$ cat src/rtl/divisor_secuencial_param_if.sv
// ============================================================================
// Module      : divisor_secuencial_param_if
// Description : Start/Done/Busy handshake and operand/result bundle for the
//               sequential divider. DivZero exists only with DIVISOR_DIVZERO_EN.
// Revision    : 1.0 - initial release
// ============================================================================
`default_nettype none

interface divisor_secuencial_param_if #(
    parameter int tamanyo = 32
);
    logic               Start;
    logic               Signed;
    logic [tamanyo-1:0] Num;
    logic [tamanyo-1:0] Den;
    logic [tamanyo-1:0] Coc;
    logic [tamanyo-1:0] Res;
    logic               Done;
    logic               Busy;
`ifdef DIVISOR_DIVZERO_EN
    logic               DivZero;
`endif

    modport master (
        output Start, Signed, Num, Den,
        input  Coc, Res, Done, Busy
`ifdef DIVISOR_DIVZERO_EN
        , input DivZero
`endif
    );

    modport slave (
        input  Start, Signed, Num, Den,
        output Coc, Res, Done, Busy
`ifdef DIVISOR_DIVZERO_EN
        , output DivZero
`endif
    );
endinterface

`default_nettype wire

$ cat src/rtl/divisor_secuencial_param.sv
// ============================================================================
// Module      : divisor_secuencial_param
// Description : Radix-2 restoring sequential divider, signed/unsigned per
//               operation, fixed latency tamanyo+2. Optional early exit on
//               divide-by-zero with DivZero flag when DIVISOR_DIVZERO_EN is set.
// Revision    : 1.0 - initial release
// ============================================================================
`default_nettype none

module divisor_secuencial_param #(
    parameter int tamanyo = 32
) (
    input  wire logic                   CLK,
    input  wire logic                   RSTa,
    divisor_secuencial_param_if.slave   bus
);

    localparam logic [1:0] c_IDLE  = 2'd0;
    localparam logic [1:0] c_ITER  = 2'd1;
    localparam logic [1:0] c_FIX   = 2'd2;
    localparam int         c_CNT_W = $clog2(tamanyo + 1);

    logic [1:0]          r_state;
    logic [1:0]          w_state_next;

    logic                w_load;
    logic                w_iter;
    logic                w_fix;
    logic                w_busy;

    logic [tamanyo-1:0]  r_quo;
    logic [tamanyo:0]    r_rem;
    logic [tamanyo-1:0]  r_den_mag;
    logic [tamanyo-1:0]  r_num_orig;
    logic                r_sign_num;
    logic                r_sign_den;
    logic                r_den_zero;
    logic [c_CNT_W-1:0]  r_cnt;

    logic [tamanyo-1:0]  r_coc;
    logic [tamanyo-1:0]  r_res;
    logic                r_done;

    logic                w_num_neg;
    logic                w_den_neg;
    logic [tamanyo-1:0]  w_num_mag;
    logic [tamanyo-1:0]  w_den_mag;
    logic [tamanyo+1:0]  w_diff;
    logic                w_ge;
    logic [tamanyo-1:0]  w_coc;
    logic [tamanyo-1:0]  w_res;

    // ------------------------------------------------------------------
    // State register
    // ------------------------------------------------------------------
    always_ff @(posedge CLK) begin
        if (!RSTa) begin
            r_state <= c_IDLE;
        end else begin
            r_state <= w_state_next;
        end
    end

    // ------------------------------------------------------------------
    // Next-state logic
    // ------------------------------------------------------------------
    always_comb begin
        w_state_next = r_state;
        case (r_state)
            c_IDLE: begin
                if (bus.Start) begin
`ifdef DIVISOR_DIVZERO_EN
                    w_state_next = (bus.Den == '0) ? c_FIX : c_ITER;
`else
                    w_state_next = c_ITER;
`endif
                end
            end
            c_ITER: begin
                if (r_cnt == c_CNT_W'(1)) begin
                    w_state_next = c_FIX;
                end
            end
            c_FIX:   w_state_next = c_IDLE;
            default: w_state_next = c_IDLE;
        endcase
    end

    // ------------------------------------------------------------------
    // State-decoded controls
    // ------------------------------------------------------------------
    always_comb begin
        w_load = 1'b0;
        w_iter = 1'b0;
        w_fix  = 1'b0;
        w_busy = 1'b0;
        case (r_state)
            c_IDLE: w_load = bus.Start;
            c_ITER: begin
                w_iter = 1'b1;
                w_busy = 1'b1;
            end
            c_FIX: begin
                w_fix  = 1'b1;
                w_busy = 1'b1;
            end
            default: ;
        endcase
    end

    // Sign bits are forced to 0 in unsigned mode so magnitudes equal inputs.
    assign w_num_neg = bus.Signed & bus.Num[tamanyo-1];
    assign w_den_neg = bus.Signed & bus.Den[tamanyo-1];
    assign w_num_mag = w_num_neg ? (-bus.Num) : bus.Num;
    assign w_den_mag = w_den_neg ? (-bus.Den) : bus.Den;

    // Trial subtraction on the shifted partial remainder; the top remainder
    // bit is always 0 between iterations, so the extra MSB flags a borrow.
    assign w_diff = {r_rem, r_quo[tamanyo-1]} - {2'b00, r_den_mag};
    assign w_ge   = ~w_diff[tamanyo+1];

    // Truncating-division sign fix, overridden by the divide-by-zero result.
    always_comb begin
        w_coc = r_quo;
        w_res = r_rem[tamanyo-1:0];
        if (r_den_zero) begin
            w_coc = '1;
            w_res = r_num_orig;
        end else begin
            if (r_sign_num ^ r_sign_den) begin
                w_coc = -r_quo;
            end
            if (r_sign_num) begin
                w_res = -r_rem[tamanyo-1:0];
            end
        end
    end

    // ------------------------------------------------------------------
    // Datapath
    // ------------------------------------------------------------------
    always_ff @(posedge CLK) begin
        if (!RSTa) begin
            r_quo      <= '0;
            r_rem      <= '0;
            r_den_mag  <= '0;
            r_num_orig <= '0;
            r_sign_num <= 1'b0;
            r_sign_den <= 1'b0;
            r_den_zero <= 1'b0;
            r_cnt      <= '0;
            r_coc      <= '0;
            r_res      <= '0;
            r_done     <= 1'b0;
        end else begin
            r_done <= w_fix;
            if (w_load) begin
                r_quo      <= w_num_mag;
                r_rem      <= '0;
                r_den_mag  <= w_den_mag;
                r_num_orig <= bus.Num;
                r_sign_num <= w_num_neg;
                r_sign_den <= w_den_neg;
                r_den_zero <= (bus.Den == '0);
                r_cnt      <= c_CNT_W'(tamanyo);
            end else if (w_iter) begin
                r_quo <= {r_quo[tamanyo-2:0], w_ge};
                r_rem <= w_ge ? w_diff[tamanyo:0]
                              : {r_rem[tamanyo-1:0], r_quo[tamanyo-1]};
                r_cnt <= r_cnt - c_CNT_W'(1);
            end
            if (w_fix) begin
                r_coc <= w_coc;
                r_res <= w_res;
            end
        end
    end

`ifdef DIVISOR_DIVZERO_EN
    logic r_divzero;

    always_ff @(posedge CLK) begin
        if (!RSTa) begin
            r_divzero <= 1'b0;
        end else begin
            r_divzero <= w_fix & r_den_zero;
        end
    end

    assign bus.DivZero = r_divzero;
`endif

    assign bus.Coc  = r_coc;
    assign bus.Res  = r_res;
    assign bus.Done = r_done;
    assign bus.Busy = w_busy;

endmodule

`default_nettype wire

$ cat src/flat_wrapper.sv
// flat-port wrapper written by rule: the top's interface ports become plain ports
module divisor_secuencial_param_flat 
#(
    parameter int tamanyo = 32
)
  (CLK, RSTa, bus_Start, bus_Signed, bus_Num, bus_Den, bus_Coc, bus_Res, bus_Done, bus_Busy);
  divisor_secuencial_param_if #(.tamanyo(tamanyo)) bus_i ();
  input  wire logic CLK;
  input  wire logic RSTa;
  input wire logic [$bits(bus_i.Start)-1:0] bus_Start;
  input wire logic [$bits(bus_i.Signed)-1:0] bus_Signed;
  input wire logic [$bits(bus_i.Num)-1:0] bus_Num;
  input wire logic [$bits(bus_i.Den)-1:0] bus_Den;
  output wire logic [$bits(bus_i.Coc)-1:0] bus_Coc;
  output wire logic [$bits(bus_i.Res)-1:0] bus_Res;
  output wire logic [$bits(bus_i.Done)-1:0] bus_Done;
  output wire logic [$bits(bus_i.Busy)-1:0] bus_Busy;
  assign bus_i.Start = bus_Start;
  assign bus_i.Signed = bus_Signed;
  assign bus_i.Num = bus_Num;
  assign bus_i.Den = bus_Den;
  assign bus_Coc = bus_i.Coc;
  assign bus_Res = bus_i.Res;
  assign bus_Done = bus_i.Done;
  assign bus_Busy = bus_i.Busy;
  divisor_secuencial_param #(.tamanyo(tamanyo)) u_core (.CLK(CLK), .RSTa(RSTa), .bus(bus_i));
endmodule
$ cat config.mk
export PLATFORM = sky130hd
export DESIGN_NAME = divisor_secuencial_param_flat
export DESIGN_NICKNAME = d
export VERILOG_FILES = /design/src/rtl/divisor_secuencial_param_if.sv /design/src/rtl/divisor_secuencial_param.sv /design/src/flat_wrapper.sv
export SDC_FILE = /design/constraint.sdc
export NUM_CORES = 1
export LEC_CHECK = 0
export BUFFER_PORTS_ARGS = -buffer_cell sky130_fd_sc_hd__buf_2
export CORE_ASPECT_RATIO = 0.7
export CORE_MARGIN = 2
export CORE_UTILIZATION = 43
export CTS_CLUSTER_DIAMETER = 150
export DETAILED_ROUTE_END_ITERATION = 7
export GPL_ROUTABILITY_DRIVEN = 0
export GPL_TIMING_DRIVEN = 0
export PLACE_DENSITY = 0.72
export SYNTH_ARGS = -nofsm -noshare
export SYNTH_HDL_FRONTEND = slang
export SYNTH_SLANG_ARGS = --single-unit
$ cat constraint.sdc
create_clock -name CLK -period 3.6 [get_ports CLK]
set_input_delay 0.72 -clock CLK [delete_from_list [all_inputs] [get_ports CLK]]
set_output_delay 0.72 -clock CLK [all_outputs]
set_load 0.01 [all_outputs]
# After elaboration in Yosys (flattened, before gate mapping)
# Index checks and enable logic that the tools add are counted.
[word_totals]
reg_bits = 205
output_inout_bits = 66
inputBits = 68
[classes]
bitwise_logic = 5
n_addsub = 6
reduce_logical = 6
eq_ne = 5
n_mux = 18
[ops]
columns = ["operator", "count"]
rows = [
  ["$mux W32", 8],
  ["$neg A32 Y32", 4],
  ["$sub A34 B32 Y34", 1],
  ["$mux W33", 1],
  ["$logic_not A32 Y1", 1],
  ["$mux W6", 2],
  ["$eq A6 B1 Y1 const B", 1],
  ["$sub A6 B1 Y6 const B", 1],
  ["$mux W1", 4],
  ["$mux W2", 2],
  ["$pmux W2 S2", 1],
  ["$reduce_or A2 Y1", 2],
  ["$and A1 B1 Y1", 2],
  ["$eq A2 B1 Y1 const B", 1],
  ["$eq A2 B2 Y1 const B", 1],
  ["$logic_not A2 Y1", 1],
  ["$ne A2 B1 Y1 const B", 1],
  ["$ne A2 B2 Y1 const B", 1],
  ["$not A1 Y1", 2],
  ["$reduce_and A2 Y1", 1],
  ["$reduce_bool A2 Y1", 1],
  ["$xor A1 B1 Y1", 1],
]

# Longest topological paths before layout
[logic_depth]
word_depth = 4
mapped_depth = 13

# Least setup slack after synthesis
# Ideal clock, no wire load.
[synth_timing]
path_kind = "input-to-reg"
start = "in bus_Den[6]"
end = "reg u_core.r_den_mag[27]"
t_required_ns = 3.484
cell_stages = 8
slack_ns = 0.767
arrival_time_ns = 2.717
setup_ns = 0.116
path_buffers = 0
cell_sequence = "or4_1 -> or2_2 -> or3_1 -> nor3_2 -> and3_1 -> or3_1 -> nand3_1 -> o211a_1"
[synth_via]
elab_chain_len = 2
[synth_lines]
columns = ["element", "line", "text"]
rows = [
  ["start: declaration", "flat_wrapper.sv:13", "input wire logic [$bits(bus_i.Den)-1:0] bus_Den;"],
  ["$neg A32 Y32", "divisor_secuencial_param.sv:115", "assign w_den_mag = w_den_neg ? (-bus.Den) : bus.Den;"],
  ["$mux W32", "divisor_secuencial_param.sv:115", ""],
  ["end signal: assignment", "divisor_secuencial_param.sv:160", "r_den_mag <= w_den_mag;"],
  ["end: declaration", "divisor_secuencial_param.sv:33", "logic [tamanyo-1:0] r_den_mag;"],
]
# Every way passes these cells.
# A chain may end at the register's enable or synchronous reset.

# Worst setup path after layout
[layout_timing]
start = "reg u_core.r_rem[21]"
end = "reg u_core.r_rem[30]"
[layout_via]
elab_chain_len = 2
[layout_lines]
columns = ["element", "line", "text"]
rows = [
  ["start: declaration", "divisor_secuencial_param.sv:32", "logic [tamanyo:0] r_rem;"],
  ["start signal: assignment", "divisor_secuencial_param.sv:168", "r_rem <= w_ge ? w_diff[tamanyo:0]"],
  ["$sub A34 B32 Y34", "divisor_secuencial_param.sv:119", "assign w_diff = {r_rem, r_quo[tamanyo-1]} - {2'b00, r_den_mag};"],
  ["$mux W33", "divisor_secuencial_param.sv:168", ""],
]
# Every way passes these cells.

==> flow_summary.toml <==
[setup_path]
cp_common_cell = "o21ai_0"
cp-end-kind = "flip-flop"
timing.rr.end = "u_core.r_rem[30]"
cp_max_fo = 10
start_kind = "flip-flop"
path_delay_family = "compound AO/OA/AOI/OAI gates"
worstRegToRegCells = 12
crit_type = "reg -> reg"
critical_path.slowest_cell = "dfxtp_1"
crit_path_start = "u_core.r_rem[21]"
crit_buf_inv = 3
crit_required_ns = 4.01
cp_slowest_stage_delay_ns = 0.52
path_cells = "ha_1 > clkbuf_1 > a21oi_1 > o21ai_0 > a31o_2 > a31oi_1 > o21ai_0 > nor3_4 > buf_12 > buf_2 > nand2_1 > o211a_1"
crit_arrival_ns = 3.86
r2r_slack_ns = 0.15
rr_startpoint = "u_core.r_rem[21]"

[clock_tree]
cts.path.max_buffers = 3
cts.htree.levels = 1
cts_hold_buf = 0
clock_sinks = 205
cts_tree = "built"
root_buffer = "clkbuf_16"
insertion_delay_ns = 0.52
numCtsBuffers = 22
clk_pin_slew_ns = 0.06

[hold_path]
min_path_type = "reg -> reg"
hold_depth = 2
hold_path_end = "u_core.r_num_orig[13]"
worst_hold_startpoint = "u_core.r_num_orig[13]"

[synth]
avgSynthCellArea_um2 = 8.09
synth_edf_count = 0
synthFlopType = "dfxtp_1"
synth_top_area_cell = "dfxtp_1"
synth_top_area_frac = 0.319
synthCells = 1589
synth_nets = 1700
synth_area_mm2 = 0.0129
synth_area_leaders = "dfxtp_1, nand2_1, mux2i_1"
async_flop_share = 0
ys_types = 79
yosys_warnings = 0
ys_ff_latch = 205
ys_seq_area_frac = 0.319

[timing]
grt_setup_unrepaired = "no"
finalMaxSlewViolations = 0
maxSlewHeadroom = 0.362
fin_skew_ns = 0.0151
tightest_slew_ns = 0.953
finalCritPeriodShare = 0.959
fin_setup_tns_ns = 0
finalCriticalPeriod_ns = 3.45
fmax_mhz = 290
hold_viol_final = 0
final-setup-viol-count = 0
hold_ws_ns = 0.469

[power]
p_leak_nw = 6.35
p_per_area_mw_per_mm2 = 656
ir_drop_v = 0.000326
finalPower_w = 0.00971

[global_route]
met3_usage = 0.0418
top_usage_layer = "met1"
grt_pass1_wl_um = 63500
grt_max_degree = 14
grt_remaining_overflow = 0
grt_pass1_vias = 11500
track_usage = 0.256
grt_util_met1 = 0.393
antenna_found_initial = 1
use_met2 = 0.354

[floorplanning]
io_pins = 134
core_area_mm2 = 0.0291
core.rowCount = 52
initial_utilization = 0.441
dieWidth_um = 211
dieArea_mm2 = 0.0313
dieHeight_um = 149

[drt]
drtAntennaViolNets = 0
drt_wl_total_um = 40600
drtPass1Iterations = 6
via_per_inst = 5.88
drt_iter0_markers = 1300
drc_errors = 0
vias = 12600
wl_per_cell_um = 19.0

[status]
status = "completed"

[finish]
fin_area_mm2 = 0.0148
area_delta_synth_final_pct = 15.2
nNetsFinal = 1858
final_layout_size_suffix_gt1_frac = 0.128
finish.utilization = 0.508
n_fill_cell = 2729

[placement]
dp_hpwl_um = 31600
placed_area_mm2 = 0.0140
place.port_buffers = 132

[run]
max-cap-violations = 0
==> where the power goes <==
part	leakage, nW	internal [W]	switching [W]
Combinational	4.29	0.00179	0.00261
Clock	0.380	0.00149	0.000950
Sequential	1.68	0.00254	0.000323
==> state kept, by name (all words and copies together) (netlist names) <==
signal             cells
u_core.bus.Done        1
u_core.r_sign_den      1
u_core.r_rem          33
u_core.r_state         2
u_core.r_den_zero      1
u_core.r_den_mag      32
u_core.r_sign_num      1
u_core.r_cnt           6
u_core.r_num_orig     32
u_core.bus.Coc        32
u_core.r_quo          32
u_core.bus.Res        32
==> cell families after synthesis <==
kind of cell	share of synthesized area
AND/OR/NAND/NOR	0.180
adder cells (fa/ha/maj)	0.0424
buffers and inverters	0.0517
flip-flops	0.319
AO/OA/AOI/OAI	0.252
XOR/XNOR	0.0974
multiplexers	0.0576
==> worst max path at each step <==
stage          cells past startpoint  slack, ns                    to
3_3_place_gp                      11       0.10      u_core.r_rem[30]
6_report                          12       0.15      u_core.r_rem[30]
2_1_floorplan                      8       0.77  u_core.r_den_mag[27]
4_1_cts                           11       0.07      u_core.r_rem[30]
5_1_grt                           12       0.02      u_core.r_rem[30]
3_5_place_dp                      11       0.08      u_core.r_rem[30]
==> cell type report <==
class                      instances  area [um^2]  share of cell area
buffer                           104          437              0.0295
tap                              378          473              0.0319
timing repair buffer             134          701              0.0473
multi-input combinational       1219         8100               0.547
antenna                            2         5.00            0.000338
clock inverter                     5          100             0.00676
inverter                          61          229              0.0155
sequential                       205         4100               0.277
clock buffer                      32          669              0.0452
==> metal layers <==
layer,vias up,part of all wire
met2,615,0.39
met1,5962,0.47
met5,-,0
met4,0,0.037
li1,5928,-
met3,86,0.10
==> timing repair <==
item | 4_1_cts | 5_1_grt
buffers inserted | 0 | 2
hold endpoints to repair | 0 | 0
setup endpoints to repair | 0 | 31
gates resized for setup | 0 | 3
==> metrics by stage <==
| step | std cells | setup WS (ns) |
|---|---|---|
| after floorplan | 1589 | 0.767 |
| after global placement | 2099 | 0.105 |
| after detailed placement | 2099 | 0.0822 |
| after CTS | 2136 | 0.0730 |
| after global routing | 2138 | 0.0209 |
| final | 2140 | 0.149 |
==> cell usage after synthesis (16+ instances only) <==
library cell    n
ha_1           42
mux2i_1        74
xnor2_1        66
nor2b_1        33
inv_1          60
nand3_1        20
a21oi_1       118
a21o_1         21
a21boi_0       37
o21ai_0       140
nor2_1         83
a31oi_1        17
dfxtp_1       205
o211a_1        52
nand2_1       207
o31ai_1        16
nor3_1         21
xor2_1         77
clkbuf_1       84
==> worst register-to-register path, stage by stage, from the launching register on <==
cell	delay, ns
dfxtp_1	0.52
ha_1	0.30
clkbuf_1	0.18
a21oi_1	0.17
o21ai_0	0.14
a31o_2	0.28
a31oi_1	0.30
o21ai_0	0.22
nor3_4	0.25
buf_12	0.15
buf_2	0.31
nand2_1	0.24
o211a_1	0.29
==> layout by cell type, fill, tap and decap left out, types with 12 or more instances in the layout <==
master,Yosys,final
xnor2_1,66,66
a21oi_1,118,118
clkbuf_16,0,23
a21boi_0,37,37
nand2_1,207,207
dfxtp_1,205,205
o31ai_1,16,16
o22ai_1,12,12
ha_1,42,42
nor2b_1,33,33
a31oi_1,17,17
or3_1,14,14
mux2i_1,74,74
o21ai_0,140,140
a21o_1,21,21
nor2_1,83,83
clkbuf_1,84,86
buf_2,7,139
nand3_1,20,20
inv_1,60,60
o21ai_1,12,12
nor3_1,21,21
xor2_1,77,77
o211a_1,52,52
No activity file was read; power rests on OpenSTA's default activity.
